--- src/rtl/lc3b_types.sv ---
// Shared types for the LC-3b pipeline control slice.
package lc3b_types;

  // RUN is normal flow; DISCARD drops one stale instruction fetch after a redirect.
  typedef enum logic {
    RUN     = 1'b0,
    DISCARD = 1'b1
  } pipe_ctrl_state_t;

  // The MEM stage is waiting on data memory, so the whole pipe must hold.
  function automatic logic dmemFreeze(input logic req, input logic resp);
    return req & ~resp;
  endfunction

endpackage

--- src/rtl/sat_counter.sv ---
// Saturating up-counter with enable and asynchronous active-high reset.
module sat_counter #(
  parameter int CW = 16
) (
  input  logic          clk,
  input  logic          reset,
  input  logic          i_en,
  output logic [CW-1:0] o_count
);

  logic [CW-1:0] r_count;

  // Count enabled cycles and stick at all-ones instead of wrapping.
  always_ff @(posedge clk or posedge reset) begin
    if (reset) begin
      r_count <= '0;
    end else if (i_en && (r_count != '1)) begin
      r_count <= r_count + CW'(1);
    end
  end

  assign o_count = r_count;

endmodule

--- src/rtl/pipeline_ctrl.sv ---
// Five-stage pipeline hazard controller: stage load enables, bubble flushes,
// branch redirect and stall/flush event counters.
module pipeline_ctrl
  import lc3b_types::*;
#(
  parameter int CW = 16
) (
  input  logic          clk,
  input  logic          reset,
  input  logic          imem_resp,
  input  logic          dmem_req,
  input  logic          dmem_resp,
  input  logic          load_use,
  input  logic          mispredict,
  output logic          load_pc,
  output logic          load_if_id,
  output logic          load_id_ex,
  output logic          load_ex_mem,
  output logic          load_mem_wb,
  output logic          flush_if_id,
  output logic          flush_id_ex,
  output logic          flush_ex_mem,
  output logic          pc_redirect,
  output logic [CW-1:0] stall_count,
  output logic [CW-1:0] flush_count
);

  pipe_ctrl_state_t r_state;
  pipe_ctrl_state_t w_nextState;
  logic             w_freeze;
  logic             w_stallEn;

  assign w_freeze = dmemFreeze(dmem_req, dmem_resp);

  // State register; reset abandons any pending discard.
  always_ff @(posedge clk or posedge reset) begin
    if (reset) begin
      r_state <= RUN;
    end else begin
      r_state <= w_nextState;
    end
  end

  // Hazard priority: reset, dmem freeze, mispredict, load-use, then fetch wait / discard.
  always_comb begin
    w_nextState  = r_state;
    load_pc      = 1'b1;
    load_if_id   = 1'b1;
    load_id_ex   = 1'b1;
    load_ex_mem  = 1'b1;
    load_mem_wb  = 1'b1;
    flush_if_id  = 1'b0;
    flush_id_ex  = 1'b0;
    flush_ex_mem = 1'b0;
    pc_redirect  = 1'b0;

    if (reset) begin
      w_nextState  = RUN;
      load_pc      = 1'b0;
      load_if_id   = 1'b0;
      load_id_ex   = 1'b0;
      load_ex_mem  = 1'b0;
      load_mem_wb  = 1'b0;
      flush_if_id  = 1'b1;
      flush_id_ex  = 1'b1;
      flush_ex_mem = 1'b1;
    end else if (w_freeze) begin
      // Everything holds, including a mispredicting branch sitting in EX/MEM,
      // so the redirect simply happens once the freeze lifts.
      load_pc     = 1'b0;
      load_if_id  = 1'b0;
      load_id_ex  = 1'b0;
      load_ex_mem = 1'b0;
      load_mem_wb = 1'b0;
      if ((r_state == DISCARD) && imem_resp) begin
        w_nextState = RUN;
      end
    end else if (mispredict) begin
      pc_redirect  = 1'b1;
      flush_if_id  = 1'b1;
      flush_id_ex  = 1'b1;
      flush_ex_mem = 1'b1;
      // A fetch still outstanding from the wrong path must be thrown away.
      if ((r_state == RUN) && !imem_resp) begin
        w_nextState = DISCARD;
      end
    end else begin
      if (load_use) begin
        // Hold PC and IF/ID (no IF/ID flush, or the held instruction is lost).
        load_pc     = 1'b0;
        load_if_id  = 1'b0;
        flush_id_ex = 1'b1;
      end else if ((r_state == DISCARD) || !imem_resp) begin
        load_pc     = 1'b0;
        flush_if_id = 1'b1;
      end
      if ((r_state == DISCARD) && imem_resp) begin
        w_nextState = RUN;
      end
    end
  end

  assign w_stallEn = ~reset & ~load_pc;

  sat_counter #(.CW(CW)) u_stall_count (
    .clk     (clk),
    .reset   (reset),
    .i_en    (w_stallEn),
    .o_count (stall_count)
  );

  sat_counter #(.CW(CW)) u_flush_count (
    .clk     (clk),
    .reset   (reset),
    .i_en    (pc_redirect),
    .o_count (flush_count)
  );

endmodule

--- config.mk ---
export PLATFORM = sky130hd
export DESIGN_NAME = pipeline_ctrl
export DESIGN_NICKNAME = d
export VERILOG_FILES = /design/src/rtl/lc3b_types.sv /design/src/rtl/sat_counter.sv /design/src/rtl/pipeline_ctrl.sv
export SDC_FILE = /design/constraint.sdc
export NUM_CORES = 1
export LEC_CHECK = 0
export ABC_CLOCK_PERIOD_IN_PS = 3300
export CORE_ASPECT_RATIO = 1.5
export CORE_MARGIN = 2
export CORE_UTILIZATION = 35
export CTS_CLUSTER_DIAMETER = 100
export DETAILED_ROUTE_END_ITERATION = 6
export GPL_ROUTABILITY_DRIVEN = 0
export PLACE_DENSITY = 0.59
export SETUP_SLACK_MARGIN = 0.2
export SYNTH_ARGS = -nofsm -noshare
export SYNTH_HDL_FRONTEND = slang
export SYNTH_SLANG_ARGS = --single-unit
--- constraint.sdc ---
create_clock -name clk -period 3.3 [get_ports clk]
set_input_delay 0.66 -clock clk [delete_from_list [all_inputs] [get_ports clk]]
set_output_delay 0.66 -clock clk [all_outputs]
set_load 0.005 [all_outputs]
; Word level (Yosys, flattened, before mapping)
; Cells that the tools add are included.
[totals]
register_bits = 33
inputBits = 7
[op_classes]
bitwise_logic = 6
n_addsub = 2
reduce_logical = 6
n_eq_ne = 3
muxes = 29
[op_table]
columns = cell, count
row1 = adder 16 x 1 -> 16 bit (second input constant), 2
row2 = != test 16 bit (second input constant), 2
row3 = two-way mux 1 bit, 29
row4 = logical AND 1 bit, 4
row5 = != test 4 x 2 -> 1 bit (second input constant), 1
row6 = inverter 1 bit, 4
row7 = bitwise AND 1 bit, 2
row8 = logical NOT 1 bit, 1
row9 = logical OR 1 bit, 1

; Logic depth before layout (Yosys ltp)
; Gate-level depths: netlist of run 1.
[depth]
ltp_word = 10
ltp_mapped = 7
depth_no_buf = 6

; By module
; Synthesis of run 1 repeated with hierarchy kept, for this count alone.
[hier_totals]
cells_unflattened = 165
hier_area_um2 = 1773.0
[modules_own_cells]
columns = module, cells_each, area_per_inst_um2, n_inst
row1 = sat_counter, 71, 805.8, 2
row2 = pipeline_ctrl, 23, 161.4, 1

; Worst setup path after synthesis of run 1
; No wires, ideal clock.
[synth_timing]
path_type = input port to output port
from = in reset
to = out flush_id_ex
required_ps = 2640
cell_stages = 4
setup_slack_ps = 694
t_arrival_ps = 1946
path_cell_list = buf_2 -> inv_1 -> nand2_1 -> a21o_1
[synth_between]
elab_chain_cells = 1
[synth_rtl]
columns = item, line_no
row1 = from (decl), pipeline_ctrl.sv:9  ; input logic reset,
row2 = two-way mux 1 bit, pipeline_ctrl.sv:57  ; if (reset) begin
row3 = to (decl), pipeline_ctrl.sv:21  ; output logic flush_id_ex,
; Every way passes these cells.

; Worst setup path in the final report of run 1
[layout_timing]
from = in dmem_resp
to = out load_pc
[layout_between]
elab_chain_cells = 4
[layout_rtl]
columns = item, line_no
row1 = from (decl), pipeline_ctrl.sv:12  ; input logic dmem_resp,
row2 = inverter 1 bit, lc3b_types.sv:12  ; return req & ~resp;
row3 = bitwise AND 1 bit, lc3b_types.sv:12
row4 = two-way mux 1 bit, pipeline_ctrl.sv:67  ; end else if (w_freeze) begin
row5 = two-way mux 1 bit, pipeline_ctrl.sv:57
row6 = to (decl), pipeline_ctrl.sv:15  ; output logic load_pc,
; Every way passes these cells.

==> metrics.cfg, run 1 <==
[clock_network]
cts_tree=yes
cts_resized=0
hold_buffers=0
ctsHtreeMaxLevel=2
cts-root-buf=clkbuf_8
clock_latency_ns=0.28
cts_setup_buffers=0
cts_buffer_depth=2
cts_made_buffers=5
clkTransAtPathRegs_ns=0.07
cts.sink_count=33

[job]
maxCapViolCount=0

[logic_synthesis]
avgSynthCellArea_um2=10.4
synth_warnings=0
ys_seq_area_share_pct=48.9
netlist_instances=163
synth_seq_cells=33
synthTopCellsByArea=dfrtp_1 (49%), xnor2_1 (8.8%), xor2_1 (5.7%)
synth_fp_nets=172
yosysTopAreaCell=dfrtp_1
netlist_area_mm2=0.00169
yosysTopAreaCellShare_pct=48.9
synth_cell_types=39

[worst_setup_path]
path_cells=clkdlybuf4s50_1 > and2b_2 > nor2_1 > o21a_1 > clkdlybuf4s50_1
end_kind=output pin
cp-start-kind=input port
worst-path-max-fanout=4
crit_arrival_ns=2.29
cpPeakStageDelay_ns=0.49
timing.critical_path.mode_cell=clkdlybuf4s50_1
path_class=input port to output pin
worst_path_max_delay_cell=clkdlybuf4s50_1
worst-endpoint-required_ns=2.64

[power]
max-vdd-ir-drop_mv=0.398
p_leak_uw=0.000948
p_total_uw=1260
powerDensity_mw_per_mm2=545

[sta]
drv_slew=0
hold_violations=0
skew_ns=0.00267
min_period_ns=2.95
rsz0062_at_grt=no
slew_headroom_pct=49.0
max_freq_mhz=339
period_share_pct=89.3
setup_viol_count_final=0
tns_ns=0
worst_slew_pin_slew_ns=0.757

[cells_and_area]
fin_cells=280
drive_gt1_share_pct=9.81
multiInputGateArea_um2=820
antenna-diode-count=0
stdcell_area_mm2=0.00231
fill_cells=481
syn2layout_area_growth_pct=37.1
fin_nets=222
regArea_um2=826

[global_routing]
grt_pass1_vias=1382
grt_start_max_net_pins=30
antenna_found_initial=0
grt_use_total_pct=16.5
grt.overflow.total=0
grt_pass1_wl_mm=6.58

[floorplan]
initial_core_util_pct=35.7
coreArea_mm2=0.00473
die_x_um=60.7
die_y_um=89.1
core.rowCount=31
pin_count=48
dieArea_mm2=0.00541

[placed_design]
dp.cells=272
io_buffers=47
hpwlAfterDp_mm=3.05
placed_cell_area_mm2=0.00221

[min_path]
hold_class=flip-flop to flip-flop

[outcome]
status=complete, no violations

[routing]
wl_mm=4.03
drtIter0Drc=77
dr.pass1.iters=4
wire_per_inst_um=14.4
post-route-drc-count=0
dr_total_vias=1421
ant_nets=0
vias_per_cell=5.08

[per-stage QoR]
| stage | setup slack (ns) | util, % | hold WS [ns] |
|---|---|---|---|
| final | 0.354 | 48.9 | 0.505 |
| after global routing | 0.325 | 48.9 | 0.526 |
| after global placement | 0.412 | 46.8 | 0.483 |
| after CTS | 0.366 | 48.9 | 0.502 |
| after detailed placement | 0.393 | 46.8 | 0.488 |
| after floorplan | 0.694 | - | 0.484 |
[cell usage after synthesis]
cell / instances
a21o_1: 1
a21oi_1: 1
a31oi_1: 1
and2_1: 1
and2b_2: 1
and3_1: 4
and4_1: 1
and4_2: 1
buf_2: 1
buf_4: 2
buf_6: 1
clkbuf_1: 1
dfrtp_1: 33
ha_1: 2
inv_1: 2
maj3_1: 1
mux2_2: 2
mux2_4: 1
nand2_1: 17
nand3_1: 7
nand4_1: 15
nand4_2: 1
nor2_1: 13
nor2b_1: 1
nor3_1: 7
nor3_2: 1
nor3b_1: 1
nor4_1: 4
nor4_2: 1
o21a_1: 2
o21ai_0: 1
or2_2: 2
or2b_1: 1
or2b_2: 1
or3_1: 1
or4_1: 1
or4_4: 1
xnor2_1: 17
xor2_1: 11
[worst paths after layout]
| path | startpoint | to | slack [ns] | cells past startpoint |
|---|---|---|---|---|
| max | dmem_resp | load_pc | 0.35 | 5 |
| min reg2reg | u_stall_count.o_count[11] | u_stall_count.o_count[11] | 0.50 | 1 |
| min in group asynchronous | reset | u_stall_count.o_count[13] | 0.80 | 2 |
| max reg2reg | u_stall_count.o_count[3] | u_stall_count.o_count[9] | 1.33 | 5 |
| max in group asynchronous | reset | u_stall_count.o_count[5] | 1.85 | 3 |
| min | u_stall_count.o_count[11] | u_stall_count.o_count[11] | 0.50 | 1 |
[worst max-delay path: cells and delay by family]
kind,cells,cell delay (ns)
buffers and inverters,2,0.96
AO/OA/AOI/OAI,1,0.18
AND/OR/NAND/NOR,2,0.49
[logic make-up after synthesis]
family | Yosys count | share of synthesized area [%]
compound gates | 6 | 2.30
xor+xnor | 28 | 14.5
fa+ha+maj | 3 | 2.08
buf+inv | 7 | 2.52
flops | 33 | 48.9
mux | 3 | 2.22
simple gates | 83 | 27.4
[final cells by class]
| class | count | share of cell area, % |
|---|---|---|
| flip-flops and latches | 33 | 35.7 |
| multi-input cells | 123 | 35.4 |
| repair buffers | 48 | 20.6 |
| clock buffers | 7 | 4.16 |
| well taps | 66 | 3.57 |
| inverters | 2 | 0.324 |
| clock inverters | 1 | 0.216 |
[sequential cells by signal, indices dropped and copies added (netlist names)]
name	flops
u_flush_count.o_count	16
u_stall_count.o_count	16
r_state	1
[placed cells by master (no fill, tap or decap)]
cell type and instances:
nor4_1 4, mux2_4 1, a21o_1 1, and4_2 1
o21ai_0 1, nor4_2 1, clkinv_2 1, or2b_2 1
clkdlybuf4s50_1 47, nand3_1 7, or3_1 1, o21a_1 2
maj3_1 1, a31oi_1 1, nand4_1 15, or2_2 2
nand4_2 1, clkbuf_8 7, xor2_1 11, and4_1 1
or4_1 1, and3_1 4, nor3_2 1, ha_1 2
nor2b_1 1, dfrtp_1 33, or4_4 1, and2_1 1
a21oi_1 1, nor3b_1 1, nand2_1 17, buf_4 1
nor2_1 13, nor3_1 7, or2b_1 1, xnor2_1 17
mux2_2 2, and2b_2 1, inv_1 2
[layer usage]
layer	wire length [µm]	vias to the layer above	share of wire, %	track usage (%)
li1	-	676	-	-
met1	1660	688	41	19.8
met2	2060	51	51	27.5
met3	251	6	6.2	4.34
met4	62	0	1.5	6.72
met5	0	-	0	0
[report_power, final]
group          total (µW)  internal [µW]  switching [µW]
combinational         340            219             121
sequential            586            479             106
clock                 336            188             148
total                1260            887             375
Note: power is estimated with default switching activity, not from simulation.
==> run 2, diff against run 1 <==
--- a/config.mk
+++ b/config.mk
@@ -5,14 +5,14 @@
 export SDC_FILE = /design/constraint.sdc
 export NUM_CORES = 1
 export LEC_CHECK = 0
+export ABC_AREA = 1
 export ABC_CLOCK_PERIOD_IN_PS = 3300
 export CORE_ASPECT_RATIO = 1.5
 export CORE_MARGIN = 2
 export CORE_UTILIZATION = 35
 export CTS_CLUSTER_DIAMETER = 100
 export DETAILED_ROUTE_END_ITERATION = 6
-export GPL_ROUTABILITY_DRIVEN = 0
-export PLACE_DENSITY = 0.59
+export PLACE_DENSITY = 0.56
 export SETUP_SLACK_MARGIN = 0.2
 export SYNTH_ARGS = -nofsm -noshare
 export SYNTH_HDL_FRONTEND = slang
==> run 2 against run 1 <==
Compared with the run above: sequential share of layout area shrank 5.7 points; core utilization down 2.0 points; worst setup slack gained 0.11 ns; hold slack better by 0.047 ns; area after synthesis rose by 27%; critical path type unchanged; critical endpoint is now pc_redirect.
==> metrics.cfg, run 2 <==
[clock_network]
cts.sink_count=33  ; unchanged
cts_setup_buffers=0  ; unchanged
cts_made_buffers=5  ; unchanged
clkTransAtPathRegs_ns=0.07  ; about the same
cts_tree=yes
clock_latency_ns=0.29  ; about the same
cts_resized=0  ; unchanged
cts_buffer_depth=2  ; unchanged
hold_buffers=0  ; unchanged
cts-root-buf=clkbuf_8
ctsHtreeMaxLevel=2  ; unchanged

[floorplan]
pin_count=48  ; unchanged
core.rowCount=34  ; +9.7%
die_x_um=67.8  ; +12%
dieArea_mm2=0.00676  ; +25%
die_y_um=99.7  ; +12%
coreArea_mm2=0.00587  ; +24%
initial_core_util_pct=36.4  ; +0.71 points

[sta]
skew_ns=0.0119  ; +0.00927 ns
slew_headroom_pct=68.4  ; +19 points
setup_viol_count_final=0  ; unchanged
max_freq_mhz=352  ; +3.8%
rsz0062_at_grt=no
tns_ns=0  ; unchanged
period_share_pct=86.0  ; -3.3 points
min_period_ns=2.84  ; -0.109 ns
worst_slew_pin_slew_ns=0.473  ; -0.284 ns
drv_slew=0  ; unchanged
hold_violations=0  ; unchanged

[min_path]
hold_start=u_flush_count.o_count[8]
hold_class=flip-flop to flip-flop
holdPathEnd=u_flush_count.o_count[8]
hold_depth=1  ; unchanged

[cells_and_area]
layout_commonest_cell=nand2_1
final_cell_mix=nand2_1 (150), clkdlybuf4s50_1 (47), nor2_1 (39)
drive_gt1_share_pct=6.17  ; -3.6 points
syn2layout_area_growth_pct=28.8
fin_nets=381  ; +72%
fill_cells=615  ; +28%
antenna-diode-count=0  ; unchanged

[routing]
vias_per_cell=4.81  ; -5.2%
ant_nets=0  ; unchanged
wl_mm=5.53  ; +37%
dr_total_vias=2142  ; +51%
dr.pass1.iters=4  ; unchanged
drtIter0Drc=94  ; +22%
post-route-drc-count=0  ; unchanged
wire_per_inst_um=12.4  ; -14%

[logic_synthesis]
synthTopCellsByCount=nand2_1 (150), nor2_1 (39), dfrtp_1 (33)
synth_fa_ha_area_share_pct=1.17  ; -0.90 points
synth_compound_area_share_pct=3.75  ; +1.5 points
avgSynthCellArea_um2=6.65  ; -36%
yosysMostFrequentCell=nand2_1
synth-edff-count=0  ; unchanged
synth_fp_nets=330  ; +92%
synthFlopType=dfrtp_1
synthTopCellsByArea=dfrtp_1 (39%), nand2_1 (26%), nor2_1 (6.9%)
synthMuxAreaShare_pct=0  ; -2.2 points
synth_seq_cells=33  ; unchanged
synth_top_family_by_area=simple AND/OR/NAND/NOR gates
synth_warnings=0  ; unchanged
synth-xor-area-share_pct=5.33  ; -9.2 points
yosysTopAreaCellShare_pct=38.7  ; -10 points
netlist_area_mm2=0.00214  ; +27%
synth_cell_types=23  ; -41%
netlist_instances=321  ; +97%
synthSimpleGateAreaFrac_pct=43.8  ; +16 points
yosysTopAreaCell=dfrtp_1
ys_seq_area_share_pct=38.7  ; -10 points
synth-async-reset-ratio_pct=100  ; unchanged

[power]
p_total_uw=1180  ; -6.5%
powerDensity_mw_per_mm2=429  ; -21%
p_leak_uw=0.00129  ; +36%
max-vdd-ir-drop_mv=0.285  ; -28%

[job]
maxCapViolCount=0  ; unchanged

[global_routing]
grt_use_total_pct=18.4  ; +1.9 points
grt.overflow.total=0  ; unchanged
antenna_found_initial=0  ; unchanged
grt_pass1_wl_mm=9.66  ; +47%
grt_pass1_vias=2094  ; +52%
grt_start_max_net_pins=27  ; -10%

[worst_setup_path]
path_cells=clkdlybuf4s50_1 > inv_2 > nand3_1 > inv_1 > clkdlybuf4s50_1
end_kind=output pin
timing.rr.start=u_flush_count.o_count[0]
path_class=input port to output pin
cpPeakStageDelay_ns=0.52  ; +0.03 ns
worst-path-max-fanout=13  ; +9
timing.critical_path.mode_cell=clkdlybuf4s50_1
reg2reg_setup_slack_ns=1.45  ; +0.12 ns
crit_arrival_ns=2.18  ; -0.11 ns
r2r-end=u_flush_count.o_count[11]
worst-endpoint-required_ns=2.64  ; about the same
cp-start-kind=input port
worstRegToRegCells=9  ; +4
worst_path_max_delay_cell=clkdlybuf4s50_1

[placed_design]
hpwlAfterDp_mm=4.11  ; +35%
io_buffers=47  ; unchanged
gp_congestion=0.807

[outcome]
status=complete, no violations

==> run 2: how the worst max path moves through the flow <==
stage,end,cells past startpoint,startpoint,slack (ns)
detailed placement,pc_redirect,5,reset,0.44
global route,pc_redirect,5,reset,0.33
global placement,pc_redirect,5,reset,0.45
finish,pc_redirect,5,reset,0.46
CTS,pc_redirect,5,reset,0.44
floorplan,pc_redirect,3,reset,1.23
==> run 2: cell families after synthesis <==
logic type,after synthesis
AND/OR/NAND/NOR,223
buffers and inverters,35
flip-flops,33
AO/OA/AOI/OAI,15
XOR/XNOR,13
adder cells (fa/ha/maj),2
==> run 2: critical path: cells and delay by family <==
kind	cells	cell delay, ns
simple gates	1	0.17
buf+inv	4	1.35
==> run 2: report_power, final <==
group	internal [µW]	switching [µW]
Combinational	179	143
Sequential	461	92.8
Clock	146	158
Total	786	394
==> run 2: layer usage <==
layer | track usage (%) | vias up | part of all wire (%)
met2 | 33.6 | 36 | 54
met1 | 20.6 | 1003 | 41
li1 | - | 1095 | -
met5 | 0 | - | 0
met3 | 3.05 | 8 | 3.2
met4 | 7.08 | 0 | 1.9
==> run 2: per-stage QoR <==
step	utilization [%]	hold WS (ns)	cells	worst slack, ns	cell area [µm²]
after floorplan	-	0.507	321	1.23	2140
after global placement	45.5	0.547	437	0.446	2670
after detailed placement	45.5	0.543	437	0.439	2670
after CTS	46.9	0.563	445	0.441	2750
after global routing	46.9	0.595	445	0.333	2750
final	46.9	0.552	445	0.463	2750
==> run 2: layout make-up <==
| type | count | area [µm²] | area share (%) |
|---|---|---|---|
| inverters | 30 | 113 | 4.09 |
| repair buffers | 49 | 485 | 17.6 |
| flip-flops and latches | 33 | 826 | 30.0 |
| clock buffers | 6 | 72.6 | 2.64 |
| well taps | 72 | 90.1 | 3.27 |
| multi-input cells | 253 | 1150 | 42.0 |
| clock inverters | 2 | 10.0 | 0.364 |
